<file path="config.mk">
export PLATFORM = sky130hd
export DESIGN_NAME = cdb_host_if
export DESIGN_NICKNAME = d
export VERILOG_FILES = /design/src/rtl/cdb_host_if.sv
export SDC_FILE = /design/constraint.sdc
export NUM_CORES = 1
export LEC_CHECK = 0
export BUFFER_PORTS_ARGS = -buffer_cell sky130_fd_sc_hd__buf_2
export CORE_MARGIN = 2
export CORE_UTILIZATION = 30
export CTS_BUF_LIST = sky130_fd_sc_hd__clkbuf_4
export DETAILED_ROUTE_END_ITERATION = 16
export GPL_TIMING_DRIVEN = 0
export PLACE_DENSITY = 0.46
export SLEW_MARGIN = 20
export SYNTH_ARGS = -nofsm -noshare
export SYNTH_HDL_FRONTEND = slang
export SYNTH_SLANG_ARGS = --single-unit
</file>
<file path="constraint.sdc">
create_clock -name CLK -period 4.07 [get_ports CLK]
set_input_delay 0.2035 -clock CLK [delete_from_list [all_inputs] [get_ports CLK]]
set_output_delay 0.2035 -clock CLK [all_outputs]
set_load 0.01 [all_outputs]
</file>
<file path="src/rtl/cdb_host_if.sv">
// cdb_host_if
//   CD-block host register interface seen by the SCU on A-bus chip-select 2.
//   It decodes the CD-block window (AA[25:16] == 10'h189) and holds HIRQ,
//   HIRQMASK, the CR1-CR4 response registers and a separate CMD1-CMD4
//   command latch. A small engine answers a command a fixed CMD_LAT CE_R
//   cycles after the CR4 write. Once the first command has completed, a
//   timer posts a periodic status report every PERIOD CE_R cycles.
//
// Ports
//   CLK     in   system clock
//   RST_N   in   asynchronous active-low reset
//   CE_R    in   clock enable; state advances only when high
//   AA      in   [25:0] A-bus address
//   ADO     in   [15:0] A-bus write data
//   ACS2_N  in   A-bus chip-select 2 (active-low)
//   ARD_N   in   read strobe (active-low); reads are combinational and
//                do not depend on it
//   AWRU_N  in   upper-byte write strobe (active-low)
//   AWRL_N  in   lower-byte write strobe (active-low)
//   DO      out  [15:0] read data to SCU ADI
//   IRQ_N   out  registered interrupt request: low while HIRQ & HIRQMASK != 0
//
// Write handshake: a write event happens once per access. It is the first
// CE_R cycle in which the window is hit and at least one write strobe is
// low, provided both strobes were high in the previous CE_R cycle. Each
// byte lane is written only if its own strobe is low.
module cdb_host_if #(
  parameter int unsigned CMD_LAT = 16,
  parameter logic [19:0] PERIOD  = 20'd476000,
  parameter logic [7:0]  STAT    = 8'h01
) (
  input  logic        CLK,
  input  logic        RST_N,
  input  logic        CE_R,
  input  logic [25:0] AA,
  input  logic [15:0] ADO,
  input  logic        ACS2_N,
  input  logic        ARD_N,
  input  logic        AWRU_N,
  input  logic        AWRL_N,
  output logic [15:0] DO,
  output logic        IRQ_N
);

  localparam logic [9:0]  BASE     = 10'h189;
  localparam logic [15:0] OFF_HIRQ = 16'h0008;
  localparam logic [15:0] OFF_MASK = 16'h000C;
  localparam logic [15:0] OFF_CR1  = 16'h0018;
  localparam logic [15:0] OFF_CR2  = 16'h001C;
  localparam logic [15:0] OFF_CR3  = 16'h0020;
  localparam logic [15:0] OFF_CR4  = 16'h0024;
  localparam int          CW       = $clog2(CMD_LAT + 1);

  typedef enum logic {IDLE = 1'b0, BUSY = 1'b1} state_t;

  state_t      state;
  logic [CW-1:0] cnt;
  logic [19:0] timer;
  logic        first_done;
  logic        wr_idle_q;   // both write strobes were high last CE_R cycle
  logic        irq_n_q;
  logic [15:0] hirq, hirq_mask;
  logic [15:0] cr1, cr2, cr3, cr4;
  logic [15:0] cmd1, cmd2, cmd3, cmd4;

  logic        hit, wr_active, wr_ev, done;
  logic [15:0] off, lane, hirq_wr;

  assign hit       = !ACS2_N && (AA[25:16] == BASE);
  assign off       = {AA[15:1], 1'b0};
  assign wr_active = !(AWRU_N && AWRL_N);
  assign wr_ev     = hit && wr_active && wr_idle_q;
  assign lane      = {{8{!AWRU_N}}, {8{!AWRL_N}}};
  assign done      = (state == BUSY) && (cnt == CW'(1));

  // Write-0-to-clear; bytes whose strobe is inactive are left unchanged.
  // A CMOK set in the same cycle takes precedence over the host clear.
  always_comb begin
    hirq_wr = hirq;
    if (wr_ev && off == OFF_HIRQ) hirq_wr = hirq & (ADO | ~lane);
    if (done) hirq_wr[0] = 1'b1;
  end

  always_comb begin
    DO = 16'h0000;
    if (hit) begin
      case (off)
        OFF_HIRQ: DO = hirq;
        OFF_MASK: DO = hirq_mask;
        OFF_CR1:  DO = cr1;
        OFF_CR2:  DO = cr2;
        OFF_CR3:  DO = cr3;
        OFF_CR4:  DO = cr4;
        default:  DO = 16'h0000;
      endcase
    end
  end

  assign IRQ_N = irq_n_q;

  always_ff @(posedge CLK or negedge RST_N) begin
    if (!RST_N) begin
      state      <= IDLE;
      cnt        <= '0;
      timer      <= PERIOD;
      first_done <= 1'b0;
      wr_idle_q  <= 1'b1;
      irq_n_q    <= 1'b0;
      hirq       <= 16'hFFFF;
      hirq_mask  <= 16'hFFFF;
      cr1        <= 16'h0043;
      cr2        <= 16'h4442;
      cr3        <= 16'h4C4F;
      cr4        <= 16'h434B;
      cmd1       <= '0;
      cmd2       <= '0;
      cmd3       <= '0;
      cmd4       <= '0;
    end else if (CE_R) begin
      wr_idle_q <= !wr_active;
      irq_n_q   <= ~|(hirq & hirq_mask);
      hirq      <= hirq_wr;

      if (wr_ev) begin
        case (off)
          OFF_MASK: hirq_mask <= (ADO & lane) | (hirq_mask & ~lane);
          OFF_CR1:  cmd1 <= (ADO & lane) | (cmd1 & ~lane);
          OFF_CR2:  cmd2 <= (ADO & lane) | (cmd2 & ~lane);
          OFF_CR3:  cmd3 <= (ADO & lane) | (cmd3 & ~lane);
          OFF_CR4:  cmd4 <= (ADO & lane) | (cmd4 & ~lane);
          default:  ;
        endcase
      end

      case (state)
        IDLE: begin
          if (wr_ev && off == OFF_CR4) begin
            state <= BUSY;
            cnt   <= CW'(CMD_LAT);
          end
        end
        BUSY: begin
          // CR4 writes here only update CMD4; the running command is not
          // restarted.
          if (done) begin
            state      <= IDLE;
            first_done <= 1'b1;
            case (cmd1[15:8])
              8'h00: begin
                cr1 <= {STAT, 8'h00}; cr2 <= 16'h0000;
                cr3 <= 16'h0000;      cr4 <= 16'h0000;
              end
              8'h01: begin
                cr1 <= {STAT, 8'h00}; cr2 <= 16'h0201;
                cr3 <= 16'h0000;      cr4 <= 16'h0400;
              end
              default: begin
                cr1 <= 16'hFF00;      cr2 <= 16'h0000;
                cr3 <= 16'h0000;      cr4 <= 16'h0000;
              end
            endcase
          end else begin
            cnt <= cnt - CW'(1);
          end
        end
        default: state <= IDLE;
      endcase

      // The timer is held at PERIOD until the first command completes and
      // while BUSY, so a report can never land on a completion cycle.
      if (state == BUSY || !first_done) begin
        timer <= PERIOD;
      end else if (timer == 20'd1) begin
        timer <= PERIOD;
        cr1   <= {STAT | 8'h20, 8'h00};
        cr2   <= 16'h0000;
        cr3   <= 16'h0000;
        cr4   <= 16'h0000;
      end else begin
        timer <= timer - 20'd1;
      end
    end
  end

endmodule

</file>
; Word level (Yosys, flattened, before mapping)
; Index checks and enable logic that the tools add are counted.
[totals]
regBits = 141
input_bits = 49
output_inout_bits = 17
word_cells = 93
[classes]
add_sub_neg = 2
eq_ne = 12
muxes = 31
n_bitwise = 10
reduce_logical = 24
[ops]
columns = operator, n
row1 = 16-bit two-way mux, 18
row2 = 16-bit one-hot mux with 6 select lines, 1
row3 = 16-bit AND, 5
row4 = 16-bit OR, 3
row5 = 20-bit two-way mux, 2
row6 = 15-bit by 3-bit equality test with 1-bit output (second input constant), 2
row7 = 15-bit by 4-bit equality test with 1-bit output (second input constant), 2
row8 = 15-bit by 5-bit equality test with 1-bit output (second input constant), 2
row9 = 20-bit by 1-bit equality test with 1-bit output (second input constant), 1
row10 = 20-bit by 1-bit subtractor with 20-bit output (second input constant), 1
row11 = 16-bit NOT, 1
row12 = 16-bit OR reduction, 1
row13 = 3-bit AND reduction, 4
row14 = 11-bit two-way mux, 1
row15 = 10-bit by 9-bit equality test with 1-bit output (second input constant), 1
row16 = 10-bit two-way mux, 1
row17 = 5-bit two-way mux, 2
row18 = 5-bit one-hot mux with 2 select lines, 1
row19 = 8-bit by 1-bit equality test with 1-bit output (second input constant), 1
row20 = 8-bit zero test, 1
row21 = 1-bit logical AND, 7
row22 = 1-bit zero test, 6
row23 = 5-bit by 1-bit equality test with 1-bit output (second input constant), 1
row24 = 5-bit by 1-bit subtractor with 5-bit output (second input constant), 1
row25 = 8 further kinds, 13

; Logic depth before layout (Yosys ltp)
[logic_depth]
depth_word = 7
ltp_mapped = 8
ltp_nobuf = 7

; Worst setup path before layout
; OpenSTA, ideal clock, no wires.
[synth_timing]
path_kind = register to register
startpoint = register timer[0]
endpoint = register timer[14]
setup_ns = 0.081
arrival_time_ns = 2.019
required_time_ns = 3.989
path_slack_ns = 1.970
path_stages_with_launch = 8
path_buffers = 0
synth_period_minus_slack_ns = 2.100
path_cell_list = dfrtp_1 inv_1 ha_1 or4b_1 or4_1 nor3_1 xnor2_1 nand2_1
[synth_between]
elab_chain_cells = 3
elab_cells_between_ends = 4
cone_classes = add/sub (1) / eq/ne (1) / mux (2)
[synth_lines]
columns = item, line
row1 = "start, declared", 58  ; logic [19:0] timer;
row2 = "start signal, assigned", 180  ; timer <= timer - 20'd1;
row3 = 20-bit by 1-bit subtractor with 20-bit output / 20-bit by 1-bit equality test with 1-bit output (equally long branches), "180, 173"
row4 = 20-bit two-way mux *, 173  ; end else if (timer == 20'd1) begin
row5 = 20-bit two-way mux *, 171  ; if (state == BUSY || !first_done) begin
; Every way passes the cells marked *; elsewhere a longest branch is shown, timed or not.
; A chain may end at the register's enable or synchronous reset.

; Worst setup path in the final report
[layout_timing]
startpoint = input port AA[2]
endpoint = output port DO[14]
[layout_between]
elab_chain_cells = 3
elab_cells_between_ends = 8
cone_classes = eq/ne (6) / mux (2)
[layout_lines]
columns = item, line
row1 = "start, declared", 35  ; input logic [25:0] AA,
row2 = 15-bit by 5-bit equality test with 1-bit output (tied with other cells), 87  ; case (off)
row3 = 16-bit one-hot mux with 6 select lines *, 87
row4 = 16-bit two-way mux *, 86  ; if (hit) begin
row5 = "end, declared", 41  ; output logic [15:0] DO,
; Marks and branches as above.

==> results.json <==
{
  "outcome": "completed",
  "synth_area_per_cell_um2": 11.7,
  "place_hpwl_um": 11500,
  "cp_data_arrival_time_ns": 2.51,
  "synth_top_area_share": 0.282,
  "floorplan.initialDensity": 0.306,
  "power_uw": 2770,
  "holdCritStartpoint": "CE_R",
  "crit_path_end_kind": "primary output",
  "synth_fp_nets": 582,
  "drive_gt1_frac": 0.327,
  "leakage_uw": 0.00325,
  "fin_crit_ns": 2.71,
  "drv_slew": 0,
  "antenna_found_initial": 1,
  "fmax_ghz": 0.369,
  "p_per_area_nw_per_um2": 376,
  "skew_ns": 0.0216,
  "cp-start-kind": "input pin",
  "min_path_type": "input pin to register",
  "crit_start": "AA[2]",
  "rsz0062_at_grt": "no",
  "clk_pin_slew_ns": 0.13,
  "pwr-share-clk": 0.311,
  "cts_tree": "yes",
  "die_height_um": 148,
  "setup_viol": 0,
  "gr-usage-met2": 0.255,
  "ys_ff_latch": 133,
  "ff2ff_path_depth": 6,
  "crit_path_max_fanout": 10,
  "gp_congestion": 0.817,
  "relSlewSlack": 0.426,
  "area_delta_synth_final_pct": 18.6,
  "finalWirelength_um": 15900,
  "async_reset_ff_frac": 1.00,
  "max_slew.worst_pin.slew_ns": 0.857,
  "groute.usage.overall": 0.152,
  "min_to": "wr_idle_q",
  "htreeDepth": 4,
  "ant_nets": 0,
  "required_ns": 3.87,
  "path_class": "input pin to primary output",
  "cts_buffers": 17,
  "placementRows": 52,
  "fin_crit_sh": 0.666,
  "ys_types": 52,
  "clk_latency_ns": 0.54,
  "ys.flop_type": "dfrtp_1",
  "io_pins": 66,
  "netlist_area_um2": 6210,
  "seqPwrFrac": 0.535,
  "rrSetupSlack_ns": 1.50,
  "yosysTopAreaCell": "dfrtp_1",
  "yosysWarnings": 0,
  "layout.nets": 683,
  "maxCapViolCount": 0,
  "drc": 0,
  "internal_power_uw": 1900,
  "setup_ws_ns": 1.36,
  "hold_depth": 4,
  "peakVddDrop_mv": 0.144,
  "switching_power_uw": 865,
  "cts_root_buffer": "clkbuf_4",
  "syn_inst": 529,
  "p_sw_frac": 0.312,
  "grt_max_degree": 71,
  "die_area_um2": 21900,
  "viasPerCell": 4.83,
  "drtIter0Drc": 179,
  "synth.area.top_cells": "dfrtp_1 (28%), dfstp_2 (27%), mux2_2 (7.2%)",
  "fin_setup_tns_ns": 0,
  "r2r_end": "cr2[2]",
  "core_um2": 20300,
  "use_met3": 0.0355,
  "drtPass1Iterations": 4,
  "top_usage_layer": "met2",
  "final-hold-violation-count": 0,
  "wire_per_inst_um": 17.4,
  "grt_pass1_wl_um": 25200,
  "hold_slack_ns": 0.127,
  "met1_usage": 0.194,
  "die_w_um": 148,
  "ys_seq_area_frac": 0.548,
  "reg2reg_from": "timer[10]",
  "cts_buffer_depth": 2,
  "power_frac_comb": 0.154,
  "cts_sinks": 133,
  "vias": 4416,
  "grt_pass1_vias": 4612,
  "dp_slack_ns": 1.39,
  "synth_edf_count": 0,
  "grt_overflow": 0,
  "portBuffers": 62
}
[metal layers]
layer / wire length (um) / share of wire
met1: 7290 / 0.46
met3: 398 / 0.025
met4: 307 / 0.019
met2: 7880 / 0.50
met5: 0 / 0
[power groups by stage]
stage               combinational [uW]  clock (uW)  sequential, uW
floorplan                          278           0            1480
global placement                   399           0            1500
detailed placement                 415           0            1500
CTS                                430         900            1480
global route                       481         967            1490
finish                             425         862            1480
[metrics by stage]
step | area, um^2 | cells | util
after global routing | 7370 | 914 | 0.363
after CTS | 7360 | 913 | 0.363
after floorplan | 6210 | 529 | -
final | 7370 | 914 | 0.363
after global placement | 6860 | 861 | 0.338
after detailed placement | 6900 | 862 | 0.340
[cell families after synthesis]
kind of cell	share of synthesized area
and+or+nand+nor	0.180
DFF	0.548
AOI/OAI and AO/OA	0.0995
muxes	0.129
buffers and inverters	0.0191
xor gates and xnor gates	0.0155
adders and majority gates	0.00806
[cells in the final DEF (no fill, tap or decap), types with 18 or more instances in the layout]
cell type	instances
and2_1	54
dfrtp_1	70
mux2i_1	34
clkbuf_1	18
nor2_1	41
mux2_2	40
dlygate4sd3_1	19
buf_2	63
dfstp_2	63
[what timing repair did]
action,in CTS,in global routing
hold buffers,19,0
endpoints found under the hold margin,110,0
gates resized for setup,0,0
buffers inserted,0,0
[synthesized netlist by cell type (2+ instances only)]
master / number
mux2_2: 40
o21a_1: 15
a22o_1: 8
nor3b_1: 4
nor4bb_1: 2
or4_1: 6
nor2_1: 41
a221oi_1: 4
nand2b_1: 3
a311oi_1: 3
nor4_1: 5
nand4b_1: 3
or4b_1: 2
nor4_4: 2
a21oi_1: 17
o31ai_1: 2
dfstp_2: 63
nor2b_1: 3
clkbuf_1: 18
or3_1: 4
dfrtp_1: 70
xnor2_1: 8
ha_1: 4
nand3_1: 7
a21o_1: 12
and3_1: 2
mux2i_1: 34
buf_1: 2
o21ai_0: 7
xor2_1: 3
nor3_1: 14
nand4_1: 6
nand2_1: 17
inv_1: 7
and2_1: 54
o22ai_1: 17
nor3b_4: 2
buf_2: 2
nor3_2: 3
[worst max-delay path by stage]
stage	slack [ns]	end
global placement	1.00	cr1[3]
floorplan	1.97	timer[14]
global route	1.22	DO[14]
detailed placement	1.39	DO[14]
finish	1.36	DO[14]
CTS	1.39	DO[14]
[worst max-delay path, stage by stage]
cell and delay, ns:
clkbuf_1 0.31, buf_2 0.38, buf_1 0.70, mux2i_1 0.29, o22ai_1 0.11, a21oi_1 0.27, nor2_1 0.08, buf_2 0.15
[layout make-up]
class                      count  area (um^2)
fill                        2026        12900
buffer                        23         92.6
tap                          270          338
antenna                        1         2.50
clock buffer                  17          128
clock inverter                15          148
sequential                   133         3410
timing repair buffer          82          538
multi-input combinational    366         2690
inverter                       7         26.3
Power figures use the tool's default switching activity.
